===== src/rtl/hazard_ctrl.sv =====
// Hazard, stall, flush and forwarding control for the 5-stage pipeline,
// including the busy tracker for the multi-cycle multiply/divide unit.
module hazard_ctrl #(
    parameter int MD_LATENCY  = 32,
    parameter int STALL_CNT_W = 16
) (
    input  logic                   clk,
    input  logic                   rst,
    input  logic [4:0]             rsD,
    input  logic [4:0]             rtD,
    input  logic [4:0]             rsE,
    input  logic [4:0]             rtE,
    input  logic [4:0]             writeRegE,
    input  logic [4:0]             writeRegM,
    input  logic [4:0]             writeRegW,
    input  logic                   regWriteE,
    input  logic                   regWriteM,
    input  logic                   regWriteW,
    input  logic                   memToRegE,
    input  logic                   memToRegM,
    input  logic                   branchD,
    input  logic                   pcSrcD,
    input  logic                   jumpD,
    input  logic                   mdUseD,
    input  logic                   mdStartE,
    output logic                   enF,
    output logic                   enD,
    output logic                   flushD,
    output logic                   flushE,
    output logic                   forwardAD,
    output logic                   forwardBD,
    output logic [1:0]             forwardAE,
    output logic [1:0]             forwardBE,
    output logic                   mdBusy,
    output logic                   mdDone,
    output logic                   mdOverlapErr,
    output logic [STALL_CNT_W-1:0] stallCount
);

    typedef enum logic [0:0] {
        MD_IDLE = 1'b0,
        MD_BUSY = 1'b1
    } md_state_t;

    localparam logic [7:0]             MD_RELOAD = 8'(MD_LATENCY - 1);
    localparam logic [STALL_CNT_W-1:0] CNT_MAX   = {STALL_CNT_W{1'b1}};
    localparam logic [STALL_CNT_W-1:0] CNT_ONE   = STALL_CNT_W'(1);

    md_state_t              state_r;
    md_state_t              state_s;
    logic [7:0]             cnt_r;
    logic [7:0]             cnt_s;
    logic                   err_r;
    logic                   err_set_s;
    logic [STALL_CNT_W-1:0] stall_cnt_r;
    logic                   lw_stall_s;
    logic                   br_stall_s;
    logic                   md_stall_s;
    logic                   md_done_s;
    logic                   stall_s;

    // Register 0 is hardwired to zero and never creates a dependency.
    function automatic logic reg_match(input logic [4:0] dst, input logic [4:0] src);
        return (dst != 5'd0) && (dst == src);
    endfunction

    // Hazard detection terms.
    always_comb begin
        md_done_s  = (state_r == MD_BUSY) && (cnt_r == 8'd0);
        lw_stall_s = memToRegE && regWriteE &&
                     (reg_match(writeRegE, rsD) || reg_match(writeRegE, rtD));
        br_stall_s = branchD &&
                     ((regWriteE && (reg_match(writeRegE, rsD) || reg_match(writeRegE, rtD))) ||
                      (memToRegM && (reg_match(writeRegM, rsD) || reg_match(writeRegM, rtD))));
        md_stall_s = mdUseD && (state_r == MD_BUSY) && !md_done_s;
        stall_s    = lw_stall_s || br_stall_s || md_stall_s;
    end

    // Pipeline enables, flushes and forwarding selects; reset holds the pipe frozen and flushed.
    always_comb begin
        enF       = 1'b0;
        enD       = 1'b0;
        flushD    = 1'b1;
        flushE    = 1'b1;
        forwardAD = 1'b0;
        forwardBD = 1'b0;
        forwardAE = 2'b00;
        forwardBE = 2'b00;
        mdBusy    = 1'b0;
        mdDone    = 1'b0;
        if (rst) begin
            enF    = 1'b0;
            flushD = 1'b1;
        end else begin
            enF       = !stall_s;
            enD       = !stall_s;
            flushE    = stall_s;
            flushD    = (pcSrcD || jumpD) && !stall_s;
            forwardAD = regWriteM && reg_match(writeRegM, rsD);
            forwardBD = regWriteM && reg_match(writeRegM, rtD);
            mdBusy    = (state_r == MD_BUSY);
            mdDone    = md_done_s;
            if (regWriteM && reg_match(writeRegM, rsE)) begin
                forwardAE = 2'b10;
            end else if (regWriteW && reg_match(writeRegW, rsE)) begin
                forwardAE = 2'b01;
            end else begin
                forwardAE = 2'b00;
            end
            if (regWriteM && reg_match(writeRegM, rtE)) begin
                forwardBE = 2'b10;
            end else if (regWriteW && reg_match(writeRegW, rtE)) begin
                forwardBE = 2'b01;
            end else begin
                forwardBE = 2'b00;
            end
        end
    end

    // Mult/div next state; a start in the final busy cycle is a legal back-to-back issue.
    always_comb begin
        state_s   = state_r;
        cnt_s     = cnt_r;
        err_set_s = 1'b0;
        case (state_r)
            MD_IDLE: begin
                if (mdStartE) begin
                    state_s = MD_BUSY;
                    cnt_s   = MD_RELOAD;
                end else begin
                    state_s = MD_IDLE;
                end
            end
            MD_BUSY: begin
                if (cnt_r != 8'd0) begin
                    cnt_s     = cnt_r - 8'd1;
                    err_set_s = mdStartE;
                end else if (mdStartE) begin
                    state_s = MD_BUSY;
                    cnt_s   = MD_RELOAD;
                end else begin
                    state_s = MD_IDLE;
                end
            end
            default: begin
                state_s = MD_IDLE;
                cnt_s   = 8'd0;
            end
        endcase
    end

    // FSM, sticky overlap flag and saturating stall counter.
    always_ff @(posedge clk) begin
        if (rst) begin
            state_r     <= MD_IDLE;
            cnt_r       <= 8'd0;
            err_r       <= 1'b0;
            stall_cnt_r <= '0;
        end else begin
            state_r <= state_s;
            cnt_r   <= cnt_s;
            err_r   <= err_r || err_set_s;
            if (stall_s && (stall_cnt_r != CNT_MAX)) begin
                stall_cnt_r <= stall_cnt_r + CNT_ONE;
            end else begin
                stall_cnt_r <= stall_cnt_r;
            end
        end
    end

    assign mdOverlapErr = err_r;
    assign stallCount   = stall_cnt_r;

endmodule

===== config.mk =====
export PLATFORM = sky130hd
export DESIGN_NAME = hazard_ctrl
export DESIGN_NICKNAME = d
export VERILOG_FILES = /design/src/rtl/hazard_ctrl.sv
export SDC_FILE = /design/constraint.sdc
export NUM_CORES = 1
export LEC_CHECK = 0
export CELL_PAD_IN_SITES_DETAIL_PLACEMENT = 1
export CELL_PAD_IN_SITES_GLOBAL_PLACEMENT = 2
export CORE_MARGIN = 5
export CORE_UTILIZATION = 22
export CTS_CLUSTER_SIZE = 25
export DETAILED_ROUTE_END_ITERATION = 16
export GPL_ROUTABILITY_DRIVEN = 1
export HOLD_SLACK_MARGIN = 0.08
export PLACE_DENSITY_LB_ADDON = 0.1
export RECOVER_POWER = 25
export REMOVE_ABC_BUFFERS = 1
export SYNTH_ARGS = -nofsm -noshare
export SYNTH_HDL_FRONTEND = slang
export SYNTH_SLANG_ARGS = --single-unit

===== constraint.sdc =====
create_clock -name clk -period 2.05 [get_ports clk]
set_input_delay 0.3075 -clock clk [delete_from_list [all_inputs] [get_ports clk]]
set_output_delay 0.3075 -clock clk [all_outputs]
set_load 0.005 [all_outputs]

==> results.txt, run 1 <==
----------------------------------------------------
[Critical path]
  Max stage delay cell, worst path ... dfxtp_4
  Crit-path max FO ... 3
  R2R Path End ... stallCount[2]
  Most common cell type on the critical path ... and2_4
  Worst-path cell chain ... nor4_4 > nand3_2 > and2_4 > buf_12 > a32o_2 > or2_4 > and2_4 > mux2_4
  Worst setup startpoint ... cnt_r[3]
  Setup slack of the worst register-to-register path ... -0.11 ns
  Critical Path Max Stage Delay ... approximately 0.37 ns
  Worst setup SP type ... register
  Arrival time at the worst endpoint ... 2.33 ns
  Worst path required time ... 2.22 ns
  Type of the worst setup path ... register to register
  Startpoint of the worst-slack reg-to-reg timing path ... cnt_r[3]
  Count of cells along the worst register-to-register path ... 8
  Critical path endpoint category ... register

[Pwr]
  Share of total power in combinational logic ... 40.1%
  Leak ... 1.55 nW
  Part of the total power dissipated in the clock network ... 23.2%
  Sequential share of power ... between 30 and 40%
  Worst vdd rail ir drop ... 0.239 mV
  Internal Power ... 1.04 mW
  Switching power share of the total ... 29.9%
  Overall power of the completed layout ... 1.49 mW
  Reported net switching power ... around 440 µW
  Total power divided by cell area ... 405 nW/µm²

[Floorplan]
  Initial Utilization ... 22.6%
  Die Wd ... 105 µm
  Floorplan die height ... about 100 µm
  Placeable core region ... 8760 µm²
  Overall die area ... 11000 µm²
  Number of cell rows ... 34
  I/O pin count ... 76

[Run status]
  Failing checks ... negative setup slack
  Result of the run ... complete, but fails checks

[Place]
  Port buffer count ... 75
  Placed cell areas ... 3250 µm²
  Cell Count Post-Placement ... 478
  Place WS ... -0.846 ns
  Final weighted congestion in routability-driven placement ... around 0.75
  Estimated wirelength of the detail-placed design ... between 5 and 6 mm

[Synth]
  Post-synthesis instance area ... 1980 µm²
  Mean post-synth cell area ... 7.96 µm²
  Number of synthesized flops with an enable pin ... 0
  Count of state elements after synthesis ... 26
  Fraction of the yosys area taken by sequential cells ... between 20% and 30%
  Async SR Flop Fraction ... 0%
  Most used DFF post-synth ... dfxtp_1
  Number of distinct library cells after synthesis ... 51
  Number of standard cells after synthesis ... 249
  Synthesis warning total ... 0

[Finish]
  Number of filler instances in the final layout ... approximately 1000
  Commonest non-fill, non-tap cell in the layout ... buf_4
  Area growth from synthesis to layout ... 85.0%
  Number of non-filler instances in the completed layout ... roughly 500
  NumNets Final ... 438
  Area occupied by multi-input gates ... between 1500 and 2000 µm²
  Fraction of layout cells with a size suffix above 1 ... 38.0%
  Sequential cell area ... 528 µm²
  Number of inserted diodes ... 0
  Commonest cells after routing, fill and taps aside ... buf_4 (62), clkdlybuf4s50_1 (26), dlygate4sd2_1 (24)
  Cell area after layout ... 3670 µm²

[STA]
  Final critical path time including I/O delays and setup ... 2.16 ns
  Final Skew ... 0.00328 ns
  Min setup slack post-route ... -0.115 ns
  Setup repair after global routing missed its margin ... yes
  Worst slew margin relative to its limit ... roughly 55%
  Highest clock rate ... 0.462 GHz
  Worst Tran Pin Value ... 0.663 ns
  Final setup violating endpoints ... 14
  Final Hold Fails ... 0
  Fraction of the cycle the final worst path needs ... 106%
  Max-slew violations ... 0
  Worst slack on hold paths ... 0.488 ns

[Clock tree]
  Number of buffers on the longest clock path ... 2
  Clk sinks ... 26
  Buffer type at the clock tree root ... clkbuf_8
  Clock tree from TritonCTS ... done
  Clock H-tree levels ... 1
  Later-pin clock latency in the skew report ... ~0.27 ns
  Clock edge transition at the registers on the reported setup and hold paths ... 0.10 ns
  Number of clock buffers inserted by TritonCTS ... 3

[Min path]
  Worst hold path class ... register to register
  Worst Hold Endpoint ... mdOverlapErr
  Cell count of the worst hold path ... 2
  Start point of the worst min-delay path ... mdOverlapErr

[Routing]
  DRT Pass-1 Iters ... 4
  Post-DRT Antenna Nets ... 0
  Via count normalized by instance count ... ~4.7
  Number of violations reported at the end of detailed-routing iteration 0 ... 37
  Final WL ... 7.38 mm
  Post-detailed-route wirelength per cell ... around 15 µm
  DRC violations left ... 0
  Vias after detailed routing ... 2318

[Global routing]
  Number of antenna violations at the first check in global routing ... 0
  Vias in the first global route ... approximately 2500
  GRT Resource Usage Total ... 13.5%
  First-pass GRT wire length ... 12.6 mm
  Overflow after GRT ... 0
  Maximum number of pins on one net before global-route repair ... 24

[Flow run]
  Max-cap violation count ... 0

----------------------------------------------------
## worst max-delay path by stage
stage,end,depth (start not counted)
6_report,stallCount[2],8
3_5_place_dp,enF,8
4_1_cts,enF,8
5_1_grt,enF,8
2_1_floorplan,stallCount[2],7
3_3_place_gp,enF,8
## worst max-delay path: cells and delay by family, from the launching register on
kind / cells / cell delay (ns)
simple gates: 5 / 1.04
flops: 1 / 0.37
mux: 1 / 0.28
compound gates: 1 / 0.25
buf+inv: 1 / 0.12
## power by group through the flow
stage	clock network, mW	registers, mW	logic (mW)
floorplan	0	0.558	0.184
global placement	0	0.550	0.495
detailed placement	0	0.552	0.502
CTS	0.363	0.543	0.570
global route	0.382	0.549	0.653
finish	0.345	0.545	0.597
## through the flow
step	utilization [%]	setup TNS [ns]
2_1_floorplan	-	-0.904
3_3_place_gp	37.1	-15.05
3_5_place_dp	37.1	-15.65
4_1_cts	40.2	-0.871
5_1_grt	41.9	-2.48
6_report	41.9	-0.766
## repair_timing
item | 4_1_cts | 5_1_grt
setup endpoints to repair | 25 | 24
gates resized for setup | 125 | 32
hold buffers | 0 | 0
cloned | 1 | 0
setup buffers | 11 | 2
pin swaps | 33 | 20
## routing by layer
| metal | GRT usage, % | routed length (µm) |
|---|---|---|
| met1 | 17.1 | 3290 |
| met2 | 23.4 | 3620 |
| met3 | 3.08 | 433 |
| met4 | 2.47 | 47 |
| met5 | 0 | 0 |
## synthesized netlist by cell type, drive strengths merged (2+ instances only)
master	instances	share of area, %
clkbuf	9	1.7
xnor2	28	12
ha	3	1.9
a31o	2	0.88
nand2b	3	0.95
or2	2	0.63
nor2	24	4.5
and2	2	0.76
nand4	8	2.8
nand4b	3	1.3
buf	4	1.3
or3	2	0.63
or4	4	1.7
nor3	12	3.0
a311oi	3	1.3
a21boi	2	0.76
nor3b	3	1.1
o21ai	8	2.0
nor2b	7	2.2
nor4	5	2.6
xor2	16	7.1
and3	5	1.6
dfxtp	26	26
inv	12	2.3
a211oi	3	1.1
nand2	8	1.5
a21oi	12	3.0
o31ai	2	0.76
nand3	15	3.8
mux2	4	2.5
## state kept, by name, summed over array words and instances (netlist names)
register,flops
mdOverlapErr,1
stallCount,16
state_r,1
cnt_r,8
## area by class of cell
type	instances	area share [%]
clock buffers	4	1.50
well taps	108	3.68
multi-input cells	198	43.7
repair buffers	147	35.4
flip-flops and latches	26	14.4
inverters	12	1.30
## kinds of logic after synthesis
group	after synthesis	synth area share [%]
buf+inv	25	5.30
compound gates	42	14.4
flops	26	26.2
mux	5	2.96
simple gates	104	29.7
fa+ha+maj	3	1.89
xor+xnor	44	19.4
Power figures use the tool's default switching activity.
==> run 2, diff against run 1 <==
--- a/config.mk
+++ b/config.mk
@@ -5,7 +5,7 @@
 export SDC_FILE = /design/constraint.sdc
 export NUM_CORES = 1
 export LEC_CHECK = 0
-export CELL_PAD_IN_SITES_DETAIL_PLACEMENT = 1
+export CELL_PAD_IN_SITES_DETAIL_PLACEMENT = 0
 export CELL_PAD_IN_SITES_GLOBAL_PLACEMENT = 2
 export CORE_MARGIN = 5
 export CORE_UTILIZATION = 22
==> run 2 against run 1 <==
Against the previous run: the run still ends with negative setup slack left; design area shrank 3.0%; register-to-register slack better by 0.02 ns; sequential power about the same; sequential share of layout area rose by 0.47 points; setup slack better by 0.018 ns; power decreased by 2.5%; first-iteration DRC count is 30% lower; combinational power decreased by 5.7%; global-route usage shrank 1.3 points; non-clock buffer count decreased by 3; critical path depth unchanged; routed wire length fell by 7.3%; critical endpoint unchanged; largest cell class unchanged.
==> results.txt, run 2 (same netlist as run 1, synthesis figures left out) <==
----------------------------------------------------
[Run status]
  Result of the run ... complete, but fails checks
  Failing checks ... negative setup slack

[Floorplan]
  Initial Utilization ... 22.6%
  Floorplan die height ... 105 µm
  Die Wd ... 105 µm
  Number of cell rows ... 34
  Placeable core region ... 8760 µm²
  I/O pin count ... 76
  Overall die area ... 11000 µm²

[STA]
  Final setup violating endpoints ... 9
  Worst slew margin relative to its limit ... 55.8%
  Highest clock rate ... 0.466 GHz
  Fraction of the cycle the final worst path needs ... 105%
  Setup repair after global routing missed its margin ... yes
  Min setup slack post-route ... -0.0962 ns
  Max-slew violations ... 0
  Final critical path time including I/O delays and setup ... 2.15 ns
  Worst Tran Pin Value ... 0.658 ns
  Final Skew ... 0.00608 ns
  Final Hold Fails ... 0

[Pwr]
  Leak ... 1.53 nW
  Overall power of the completed layout ... 1.45 mW
  Worst vdd rail ir drop ... 0.216 mV
  Total power divided by cell area ... approximately 400 nW/µm²

[Clock tree]
  Number of clock buffers inserted by TritonCTS ... 3
  Hold-fix buffer count after cts ... 0
  Clock edge transition at the registers on the reported setup and hold paths ... 0.10 ns
  Buffer type at the clock tree root ... clkbuf_8
  Clk sinks ... 26
  Clock H-tree levels ... 1
  Number of buffers on the longest clock path ... 2
  Clock tree from TritonCTS ... done
  Later-pin clock latency in the skew report ... 0.28 ns

[Place]
  Cell Count Post-Placement ... 478
  Port buffer count ... 75
  Final weighted congestion in routability-driven placement ... 0.755
  Estimated wirelength of the detail-placed design ... 5.51 mm

[Routing]
  Vias after detailed routing ... roughly 2300
  Via count normalized by instance count ... 4.61
  Final WL ... about 6.8 mm
  Post-detailed-route wirelength per cell ... 13.9 µm
  Post-DRT Antenna Nets ... 0
  Number of violations reported at the end of detailed-routing iteration 0 ... 26
  DRC violations left ... 0
  DRT Pass-1 Iters ... 4

[Finish]
  Number of inserted diodes ... 0
  NumNets Final ... 435
  Commonest non-fill, non-tap cell in the layout ... buf_4
  Area growth from synthesis to layout ... 79.6%
  Sequential cell area ... 529 µm²
  Commonest cells after routing, fill and taps aside ... buf_4 (62), clkdlybuf4s50_1 (25), xnor2_1 (24)
  Number of non-filler instances in the completed layout ... 492
  Fraction of layout cells with a size suffix above 1 ... 35.9%
  Area occupied by multi-input gates ... 1550 µm²
  Max FFs per register ... 16
  Number of filler instances in the final layout ... 914

[Global routing]
  Vias in the first global route ... 2323
  Maximum number of pins on one net before global-route repair ... 24
  First-pass GRT wire length ... 11.2 mm
  Number of antenna violations at the first check in global routing ... 0
  Overflow after GRT ... 0
  GRT Resource Usage Total ... between 10% and 20%

[Critical path]
  Type of the worst setup path ... register to register
  Arrival time at the worst endpoint ... 2.32 ns
  Crit-path max FO ... 3
  Worst setup SP type ... register
  Critical path endpoint category ... register
  Worst path required time ... approximately 2.2 ns

[Flow run]
  Max-cap violation count ... 0

[Min path]
  Worst hold path class ... register to register

----------------------------------------------------
run 2: cell types whose count changed in the layout (fill, tap and decap cells not counted), moves of 2 or more:
cell | before | now
a21oi_1 | 6 | 8
a21oi_2 | 6 | 4
buf_2 | 8 | 11
buf_6 | 11 | 6
dfxtp_1 | 22 | 19
dfxtp_2 | 3 | 7
inv_1 | 9 | 11
run 2: final timing paths:
| path | start | to | slack (ns) | depth (start not counted) |
|---|---|---|---|---|
| min reg2reg | mdOverlapErr | mdOverlapErr | 0.48 | 2 |
| min | mdOverlapErr | mdOverlapErr | 0.48 | 2 |
| max | cnt_r[6] | stallCount[2] | -0.1 | 8 |
| max reg2reg | cnt_r[6] | stallCount[2] | -0.1 | 8 |
run 2: cell type report:
cell class | count | share of cell area [%]
clock buffers | 4 | 1.55
repair buffers | 144 | 35.1
inverters | 12 | 1.26
multi-input cells | 198 | 43.4
well taps | 108 | 3.79
flip-flops and latches | 26 | 14.9
run 2: layer usage:
| metal | GRT usage, % | up-vias | part of all wire [%] |
|---|---|---|---|
| li1 | - | 1152 | - |
| met1 | 15.4 | 1045 | 44 |
| met2 | 20.5 | 65 | 48 |
| met3 | 3.33 | 4 | 7.3 |
| met4 | 3.29 | 0 | 0.96 |
| met5 | 0 | - | 0 |
run 2: worst max-delay path: stages, from the launching register on:
cell and delay (ns):
dfxtp_2 0.34, nor4_4 0.31, nand3_2 0.14, and2_4 0.20
buf_12 0.12, a32o_2 0.25, or2_4 0.26, and2_4 0.14
mux2_4 0.28
run 2: what timing repair did:
action / in CTS / in global routing
buffers inserted: 8 / 3
endpoints found under the hold margin: 0 / 0
endpoints found under the setup margin: 26 / 21
pin swaps: 26 / 14
gates resized for setup: 116 / 25
gates cloned: 1 / 0
run 2: per-stage QoR:
stage               hold slack [ns]  setup TNS (ns)  cell area [µm²]  util (%)  worst slack [ns]
floorplan                     0.377          -0.904             1920         -            -0.306
global placement              0.458          -15.05             3250      37.1            -0.791
detailed placement            0.468          -15.64             3250      37.1            -0.828
CTS                           0.490          -0.628             3460      39.4           -0.0985
global route                  0.518           -1.79             3560      40.6            -0.184
finish                        0.477          -0.548             3560      40.6           -0.0962
run 2: power breakdown:
part	total, mW	leakage [nW]	switching, mW	internal [mW]
sequential	0.542	0.214	0.0143	0.528
clock	0.345	0.0288	0.173	0.172
combinational	0.563	1.28	0.240	0.324
total	1.45	1.53	0.427	1.02
